[src/rtl/fp_unpack_align.sv]
// fp_unpack_align: operand front end of the FP add/sub datapath.
// Unpacks two IEEE 754 singles, orders them by magnitude and right-aligns the
// smaller significand to the larger exponent with guard/round/sticky bits,
// using an iterative shifter of up to SHIFT_STEP positions per cycle.
// Optional build macro FP_ALIGN_FTZ_EN: flush denormal inputs to signed zero.
module fp_unpack_align #(
  parameter int SHIFT_STEP = 4
) (
  input  logic        clk,
  input  logic        rst_n,
  input  logic        in_valid,
  output logic        in_ready,
  input  logic [31:0] A,
  input  logic [31:0] B,
  input  logic        op,
  output logic        out_valid,
  input  logic        out_ready,
  output logic [26:0] big_mant,
  output logic [26:0] small_mant,
  output logic [7:0]  exp_big,
  output logic        sign_big,
  output logic        eff_sub,
  output logic        swapped,
  output logic        is_nan,
  output logic        is_inf
);

  typedef enum logic [1:0] {IDLE, UNPACK, SHIFT, DONE} state_t;

  localparam logic [4:0] STEP = 5'(SHIFT_STEP);

  state_t      r_state, w_state_nxt;
  logic [31:0] r_a, r_b;
  logic        r_op;
  logic [4:0]  r_rem;
  logic [26:0] r_big_mant, r_small_mant;
  logic [7:0]  r_exp_big;
  logic        r_sign_big, r_eff_sub, r_swapped, r_is_nan, r_is_inf;

  logic [7:0]  w_exp_a, w_exp_b, w_eexp_a, w_eexp_b, w_eexp_big, w_eexp_small, w_d;
  logic [22:0] w_frac_a, w_frac_b;
  logic [23:0] w_sig_a, w_sig_b, w_sig_big, w_sig_small;
  logic        w_swap, w_nan_a, w_nan_b, w_inf_a, w_inf_b;
  logic        w_eff_sub, w_sign_big, w_nan, w_inf, w_special, w_far;
  logic [4:0]  w_k;
  logic [26:0] w_shifted, w_small_nxt;
  logic        w_lost;

  // Field extraction, magnitude ordering and special-value classification.
  always_comb begin
    // NOTE: every combinational output gets a value on every path first, so no latches are inferred.
    w_exp_a  = r_a[30:23];
    w_frac_a = r_a[22:0];
    w_exp_b  = r_b[30:23];
    w_frac_b = r_b[22:0];
`ifdef FP_ALIGN_FTZ_EN
    if (w_exp_a == 8'd0) w_frac_a = '0;
    if (w_exp_b == 8'd0) w_frac_b = '0;
`endif
    w_eexp_a  = (w_exp_a == 8'd0) ? 8'd1 : w_exp_a;
    w_eexp_b  = (w_exp_b == 8'd0) ? 8'd1 : w_exp_b;
    w_sig_a   = {w_exp_a != 8'd0, w_frac_a};
    w_sig_b   = {w_exp_b != 8'd0, w_frac_b};
    // Ties keep A as the larger operand.
    w_swap    = {w_exp_b, w_frac_b} > {w_exp_a, w_frac_a};
    w_nan_a   = (w_exp_a == 8'hFF) && (w_frac_a != '0);
    w_nan_b   = (w_exp_b == 8'hFF) && (w_frac_b != '0);
    w_inf_a   = (w_exp_a == 8'hFF) && (w_frac_a == '0);
    w_inf_b   = (w_exp_b == 8'hFF) && (w_frac_b == '0);
    w_eff_sub = r_a[31] ^ r_b[31] ^ r_op;
    w_nan     = w_nan_a || w_nan_b || (w_inf_a && w_inf_b && w_eff_sub);
    w_inf     = (w_inf_a || w_inf_b) && !w_nan;
    w_special = w_nan || w_inf;
    w_sign_big   = w_swap ? (r_b[31] ^ r_op) : r_a[31];
    w_eexp_big   = w_swap ? w_eexp_b : w_eexp_a;
    w_eexp_small = w_swap ? w_eexp_a : w_eexp_b;
    w_sig_big    = w_swap ? w_sig_b : w_sig_a;
    w_sig_small  = w_swap ? w_sig_a : w_sig_b;
    w_d   = w_eexp_big - w_eexp_small;
    w_far = (w_d >= 8'd27);
  end

  // One shifter step: move right by min(STEP, remaining), folding lost bits into sticky.
  always_comb begin
    w_k         = (r_rem < STEP) ? r_rem : STEP;
    w_lost      = |(r_small_mant & ~({27{1'b1}} << w_k));
    w_shifted   = r_small_mant >> w_k;
    w_small_nxt = {w_shifted[26:1], w_shifted[0] | w_lost};
  end

  // Next-state logic.
  always_comb begin
    w_state_nxt = r_state;
    case (r_state)
      IDLE:    if (in_valid) w_state_nxt = UNPACK;
      UNPACK:  w_state_nxt = (w_special || w_d == 8'd0 || w_far) ? DONE : SHIFT;
      SHIFT:   if (r_rem == w_k) w_state_nxt = DONE;
      DONE:    if (out_ready) w_state_nxt = IDLE;
      default: w_state_nxt = IDLE;
    endcase
  end

  // State register.
  always_ff @(posedge clk or negedge rst_n) begin
    // NOTE: clocked state uses non-blocking assignments so every register samples pre-edge values.
    if (!rst_n) r_state <= IDLE;
    else        r_state <= w_state_nxt;
  end

  // Operand capture, unpack results and iterative alignment.
  always_ff @(posedge clk or negedge rst_n) begin
    if (!rst_n) begin
      r_a          <= '0;
      r_b          <= '0;
      r_op         <= 1'b0;
      r_rem        <= '0;
      r_big_mant   <= '0;
      r_small_mant <= '0;
      r_exp_big    <= '0;
      r_sign_big   <= 1'b0;
      r_eff_sub    <= 1'b0;
      r_swapped    <= 1'b0;
      r_is_nan     <= 1'b0;
      r_is_inf     <= 1'b0;
    end else begin
      case (r_state)
        IDLE: if (in_valid) begin
          r_a  <= A;
          r_b  <= B;
          r_op <= op;
        end
        UNPACK: begin
          r_big_mant   <= {w_sig_big, 3'b000};
          r_small_mant <= (w_far && !w_special) ? {26'd0, |w_sig_small}
                                                : {w_sig_small, 3'b000};
          r_rem        <= w_d[4:0];
          r_exp_big    <= w_eexp_big;
          r_sign_big   <= w_sign_big;
          r_eff_sub    <= w_eff_sub;
          r_swapped    <= w_swap;
          r_is_nan     <= w_nan;
          r_is_inf     <= w_inf;
        end
        SHIFT: begin
          r_small_mant <= w_small_nxt;
          r_rem        <= r_rem - w_k;
        end
        default: ;
      endcase
    end
  end

  assign in_ready   = (r_state == IDLE);
  assign out_valid  = (r_state == DONE);
  assign big_mant   = r_big_mant;
  assign small_mant = r_small_mant;
  assign exp_big    = r_exp_big;
  assign sign_big   = r_sign_big;
  assign eff_sub    = r_eff_sub;
  assign swapped    = r_swapped;
  assign is_nan     = r_is_nan;
  assign is_inf     = r_is_inf;

endmodule

[config.mk]
export PLATFORM = sky130hd
export DESIGN_NAME = fp_unpack_align
export DESIGN_NICKNAME = d
export VERILOG_FILES = /design/src/rtl/fp_unpack_align.sv
export SDC_FILE = /design/constraint.sdc
export NUM_CORES = 1
export LEC_CHECK = 0
export CORE_MARGIN = 1
export CORE_UTILIZATION = 51
export DETAILED_ROUTE_END_ITERATION = 6
export GPL_TIMING_DRIVEN = 0
export PLACE_DENSITY = 0.76
export SLEW_MARGIN = 10
export SYNTH_ARGS = -nofsm -noshare
export SYNTH_HDL_FRONTEND = slang
export SYNTH_SLANG_ARGS = --single-unit
[constraint.sdc]
create_clock -name clk -period 5.6 [get_ports clk]
set_clock_uncertainty 0.2 [all_clocks]
set_input_delay 1.12 -clock clk [delete_from_list [all_inputs] [get_ports clk]]
set_output_delay 1.12 -clock clk [all_outputs]
set_load 0.005 [all_outputs]
==> results of run 1 <==
how the worst max path moves through the flow:
stage                  from              to  slack, ps
floorplan           r_a[22]  small_mant[20]        780
global placement      rst_n         r_a[11]      -2250
detailed placement  r_a[12]  small_mant[24]       -110
CTS                 r_a[25]  small_mant[17]         90
global route        r_a[29]  small_mant[12]        -40
finish              r_a[14]  small_mant[20]        270
timing repair:
| action | in CTS | in global routing |
|---|---|---|
| gates cloned | 0 | 0 |
| gates resized for setup | 4 | 14 |
| setup endpoints to repair | 20 | 26 |
| setup buffers | 1 | 3 |
| pin swaps | 0 | 5 |
metrics by stage:
step / area (um^2) / util (%) / setup slack [ps]
after global placement: 9910 / 62.4 / -2250
final: 10700 / 67.3 / 267
after global routing: 10700 / 67.3 / -43.3
after CTS: 10600 / 66.9 / 89.6
after floorplan: 8300 / - / 777
after detailed placement: 9940 / 62.5 / -111
state kept, by name, indices dropped and copies added, names as in the netlist:
register,flops
small_mant,27
r_b,32
is_inf,1
r_a,32
swapped,1
big_mant,24
r_op,1
eff_sub,1
exp_big,8
r_rem,5
is_nan,1
r_state,2
sign_big,1
routing by layer:
metal / vias up / wire length (um)
met3: 44 / 1750
li1: 3382 / -
met2: 324 / 11300
met4: 0 / 601
met1: 3589 / 10400
met5: - / 0
cell usage after synthesis (3+ instances only):
| master | instances |
|---|---|
| a31oi_1 | 27 |
| buf_2 | 7 |
| o22ai_1 | 7 |
| o221ai_1 | 7 |
| a211oi_1 | 9 |
| nor4_1 | 16 |
| nor3_1 | 10 |
| buf_6 | 3 |
| nand3_1 | 6 |
| nand4_1 | 12 |
| nand2_1 | 110 |
| a21oi_1 | 68 |
| o21ai_0 | 51 |
| ha_1 | 44 |
| xor2_1 | 6 |
| dfrtp_1 | 136 |
| clkbuf_1 | 34 |
| mux2_2 | 79 |
| nand2b_1 | 3 |
| mux2i_1 | 38 |
| o31ai_1 | 3 |
| nor2_1 | 49 |
| a221oi_1 | 3 |
| buf_4 | 6 |
| inv_1 | 46 |
| nor2b_1 | 6 |
| mux4_2 | 14 |
| a21o_1 | 3 |
worst max-delay path, cell delays in order, from the launching register on:
cell and delay, ps:
dfrtp_1 450, inv_1 70, ha_1 330, nand4_2 180, nor4_4 360, nand2_1 80
a22o_1 250, buf_6 140, or2_1 220, buf_6 140, buf_2 200, buf_6 170
mux2i_2 220, ha_1 190, inv_1 50, fa_1 410, a211oi_2 240, nor2_1 110
xnor2_2 190, nor3_1 90, o41ai_2 360, nand2b_1 160, buf_2 210, o221ai_1 210
placed cells by master, fill, tap and decap left out, types with 5 or more instances in the layout:
cell type and n:
mux4_2 14, o221ai_1 7, clkbuf_1 33, dfrtp_1 129
bufinv_16 5, inv_1 46, nor3_1 9, clkbuf_16 17
mux2i_1 37, a21oi_1 68, dfrtp_2 7, a31oi_1 27
mux2_2 79, nor2_1 49, o21ai_0 50, buf_4 10
nand4_1 12, nor4_1 16, ha_1 44, buf_2 7
clkdlybuf4s50_1 133, xor2_1 6, a211oi_1 8, nand3_1 6
o22ai_1 7, nand2_1 110, nor2b_1 6
final cells by class:
| type | count | area share (%) |
|---|---|---|
| buffer | 51 | 2.31 |
| timing repair buffer | 139 | 13.1 |
| clock buffer | 18 | 4.11 |
| sequential | 136 | 31.9 |
| multi-input combinational | 614 | 42.4 |
| clock inverter | 14 | 2.05 |
| inverter | 46 | 1.61 |
| tap | 216 | 2.53 |
logic make-up (layout without fill, tap and decap cells):
| kind of cell | after synthesis | in the layout | share of synthesized area [%] |
|---|---|---|---|
| DFF | 136 | 136 | 41.1 |
| AOI/OAI and AO/OA | 197 | 197 | 14.1 |
| xor gates and xnor gates | 8 | 8 | 0.845 |
| other | 2 | 4 | 0.0906 |
| and+or+nand+nor | 227 | 227 | 12.5 |
| adders and majority gates | 45 | 45 | 6.88 |
| muxes | 133 | 133 | 19.5 |
| buffers and inverters | 97 | 268 | 5.04 |
==> impl_metrics.csv, run 1 <==
group,metric,value,unit
outcome,status,"finished clean",
placed_design,place_hpwl,17.5,mm
synthesis,ys_top_cells_by_area,"dfrtp_1, mux2_2, ha_1, nand2_1, mux2i_1",
route,wl,24.0,mm
timing,relSlewSlack,51.2,%
clocking,clkLatencyLatePin,420,ps
timing,period_share,95.2,%
synthesis,yosysTopAreaCellShare,41.1,%
setup_path,rr_startpoint,"r_a[14]",
synthesis,synthCells,845,
global_route,grt_usage,30.0,%
min_path,min_to,"exp_big[2]",
setup_path,path_max_fanout,10,
timing,worstMarginPinSlew,732,ps
setup_path,reg2regPathDepth,23,
die,initial_core_util,52.2,%
route,route.vias.total,7339,
clocking,cts_root_buffer,"clkbuf_16",
timing,fin_crit,5330,ps
placed_design,gp_congestion,0.913,
setup_path,crit_required,5730,ps
layout,diodes,0,
global_route,met3_usage,5.33,%
timing,finalHoldViolCount,0,
global_route,grt_pass1_wl,38.2,mm
setup_path,path_class,"register to register",
setup_path,worstSetupEndpointType,"register",
die,fp.dieW,129,um
global_route,grt_start_max_net_pins,85,
timing,max_freq,187,MHz
min_path,holdPathStages,1,
clocking,numCtsBuffers,17,
route,drtAntennaViolNets,0,
global_route,grt_pass1_vias,7079,
synthesis,avgSynthCellArea,9.81,um^2
clocking,clk_pin_slew,60,ps
route,drt_iter0_drc,644,
layout,final-seq-area,3410,um^2
job,maxCapViolCount,0,
die,die-area,16800,um^2
die,die_h,129,um
setup_path,reg2reg_slack,270,ps
synthesis,synth-main-ff-cell,"dfrtp_1",
global_route,met1_usage,41.9,%
clocking,numClockSinks,136,
timing,hold_ws,304,ps
synthesis,ys_seq_elements,136,
synthesis,yosys_warnings,0,
global_route,antenna_found_initial,0,
layout,nets,1119,
synthesis,synth-edff-count,0,
timing,slew_violations,0,
global_route,grt_busiest_layer,"met2",
clocking,cts_hold_buffers,0,
layout,area_growth,29.0,%
synthesis,synthesis.area,8290,um^2
setup_path,worstSetupStartpointType,"register",
route,firstDrtPassIters,5,
clocking,clk_path_buf_depth,2,
die,core,15900,um^2
clocking,cts_max_level,4,
layout,multiInputGateArea,4530,um^2
die,rows,46,
placed_design,port_buffers,134,
synthesis,yosysTopAreaCell,"dfrtp_1",
synthesis,ys_seq_area_share,41.1,%
min_path,min-delay-start,"exp_big[2]",
setup_path,crit_arrival,5460,ps
placed_design,dp_cells,1198,
route,wire_per_inst,19.4,um
die,ios,138,
synthesis,yosysUniqueCellTypes,58,
synthesis,synth_async_sr_flop_share,100,%
layout,final_cells,1234,
route,routed_via_density,5.95,
global_route,grtUsageMet2,47.2,%
setup_path,rr_endpoint,"small_mant[20]",
min_path,hold_path.class,"register to register",
global_route,grt_remaining_overflow,0,
layout,fill_cells,1253,
timing,final-setup-viol-count,0,
clocking,cts_tree,"yes",
timing,finalSetupTns,0,ps
layout,drive_gt1_share,16.5,%
route,drc,0,
Power of run 1 is left out: the tool's default activity adds up to more than one toggle a clock period on the data nets, which glitch-free logic cannot reach.
==> run 2, diff against run 1 <==
- CAP_MARGIN: unset -> 30
- CORE_MARGIN: 1 -> unset
==> impl_metrics.csv, run 2 (synthesized netlist as in run 1, its figures left out) <==
group,metric,value,unit
outcome,status,"finished clean",
die,ios,138,
clocking,numCtsBuffers,17,
route,drt_iter0_drc,644,
route,route.vias.total,7339,
timing,fin_crit,5330,ps
route,top_layer_used,"met4",
die,core,15900,um^2
global_route,grt_pass1_vias,7079,
die,die_h,129,um
min_path,min-delay-start,"exp_big[2]",
route,drtAntennaViolNets,0,
route,wl_met3,1.75,mm
route,wl,24.0,mm
global_route,grt_remaining_overflow,0,
clocking,cts_tree,"yes",
setup_path,crit_arrival,5460,ps
min_path,hold_path.class,"register to register",
clocking,clk_path_buf_depth,2,
setup_path,crit_start,"r_a[14]",
route,wl_met2,11.3,mm
min_path,min_to,"exp_big[2]",
clocking,clkLatencyLatePin,420,ps
placed_design,place_hpwl,17.5,mm
job,maxCapViolCount,0,
setup_path,worstSetupEndpointType,"register",
timing,max_freq,187,MHz
setup_path,crit_required,5730,ps
setup_path,reg2regPathDepth,23,
placed_design,gp_congestion,0.913,
timing,final-setup-viol-count,0,
setup_path,rr_startpoint,"r_a[14]",
setup_path,worstSetupStartpointType,"register",
timing,period_share,95.2,%
layout,final-seq-area,3410,um^2
setup_path,path_max_fanout,10,
route,routed_via_density,5.95,
global_route,antenna_found_initial,0,
setup_path,path_class,"register to register",
clocking,cts_max_level,4,
setup_path,rr_endpoint,"small_mant[20]",
route,firstDrtPassIters,5,
route,drc,0,
layout,diodes,0,
global_route,grt_usage,30.0,%
setup_path,reg2reg_slack,270,ps
die,die-area,16800,um^2
layout,nets,1119,
timing,slew_violations,0,
layout,area_growth,29.0,%
layout,final_cell_mix,"clkdlybuf4s50_1, dfrtp_1, nand2_1",
route,wire_per_inst,19.4,um
layout,multiInputGateArea,4530,um^2
layout,drive_gt1_share,16.5,%
clocking,numClockSinks,136,
clocking,cts_root_buffer,"clkbuf_16",
route,wl_met1,10.4,mm
placed_design,port_buffers,134,
layout,fill_cells,1253,
timing,hold_ws,304,ps
timing,worstMarginPinSlew,732,ps
global_route,grt_pass1_wl,38.2,mm
layout,final_common_cell,"clkdlybuf4s50_1",
clocking,clk_pin_slew,60,ps
layout,fin_util,67.3,%
global_route,grt_start_max_net_pins,85,
timing,finalHoldViolCount,0,
die,rows,46,
min_path,holdPathStages,1,
timing,relSlewSlack,51.2,%
die,fp.dieW,129,um
die,initial_core_util,52.2,%
==> run 2: worst max path at each step <==
| stage | endpoint | slack, ps | cells past startpoint |
|---|---|---|---|
| 2_1_floorplan | small_mant[20] | 780 | 23 |
| 3_3_place_gp | r_a[11] | -2250 | 1 |
| 3_5_place_dp | small_mant[24] | -110 | 23 |
| 4_1_cts | small_mant[17] | 90 | 23 |
| 5_1_grt | small_mant[12] | -40 | 23 |
| 6_report | small_mant[20] | 270 | 23 |
==> run 2: repair_timing <==
item                                    CTS  global route
hold buffers                              0             0
pin swaps                                 0             5
gates resized for setup                   4            14
buffers inserted                          1             3
endpoints found under the setup margin   20            26
==> run 2: through the flow <==
step | setup WS, ps | area [um^2] | setup TNS [ps] | cells
floorplan | 777 | 8300 | 0 | 847
global placement | -2250 | 9910 | -304610 | 1197
detailed placement | -111 | 9940 | -1080 | 1198
CTS | 89.6 | 10600 | 0 | 1231
global route | -43.3 | 10700 | -375 | 1234
finish | 267 | 10700 | 0 | 1234
==> run 2: layout make-up <==
cell class | instances | share of cell area [%]
clock buffer | 18 | 4.11
timing repair buffer | 139 | 13.1
tap | 216 | 2.53
inverter | 46 | 1.61
clock inverter | 14 | 2.05
sequential | 136 | 31.9
multi-input combinational | 614 | 42.4
buffer | 51 | 2.31
==> run 2: metal layers <==
layer | track usage, % | vias up
met4 | 10.5 | 0
met1 | 41.9 | 3589
met2 | 47.2 | 324
li1 | - | 3382
met3 | 5.33 | 44
met5 | 0 | -
==> run 2: worst max-delay path, cell delays in order (launching register included) <==
cell and delay [ps]:
dfrtp_1 450, inv_1 70, ha_1 330, nand4_2 180, nor4_4 360, nand2_1 80, a22o_1 250, buf_6 140
or2_1 220, buf_6 140, buf_2 200, buf_6 170, mux2i_2 220, ha_1 190, inv_1 50, fa_1 410
a211oi_2 240, nor2_1 110, xnor2_2 190, nor3_1 90, o41ai_2 360, nand2b_1 160, buf_2 210, o221ai_1 210
Power of run 2 is left out for the same reason.
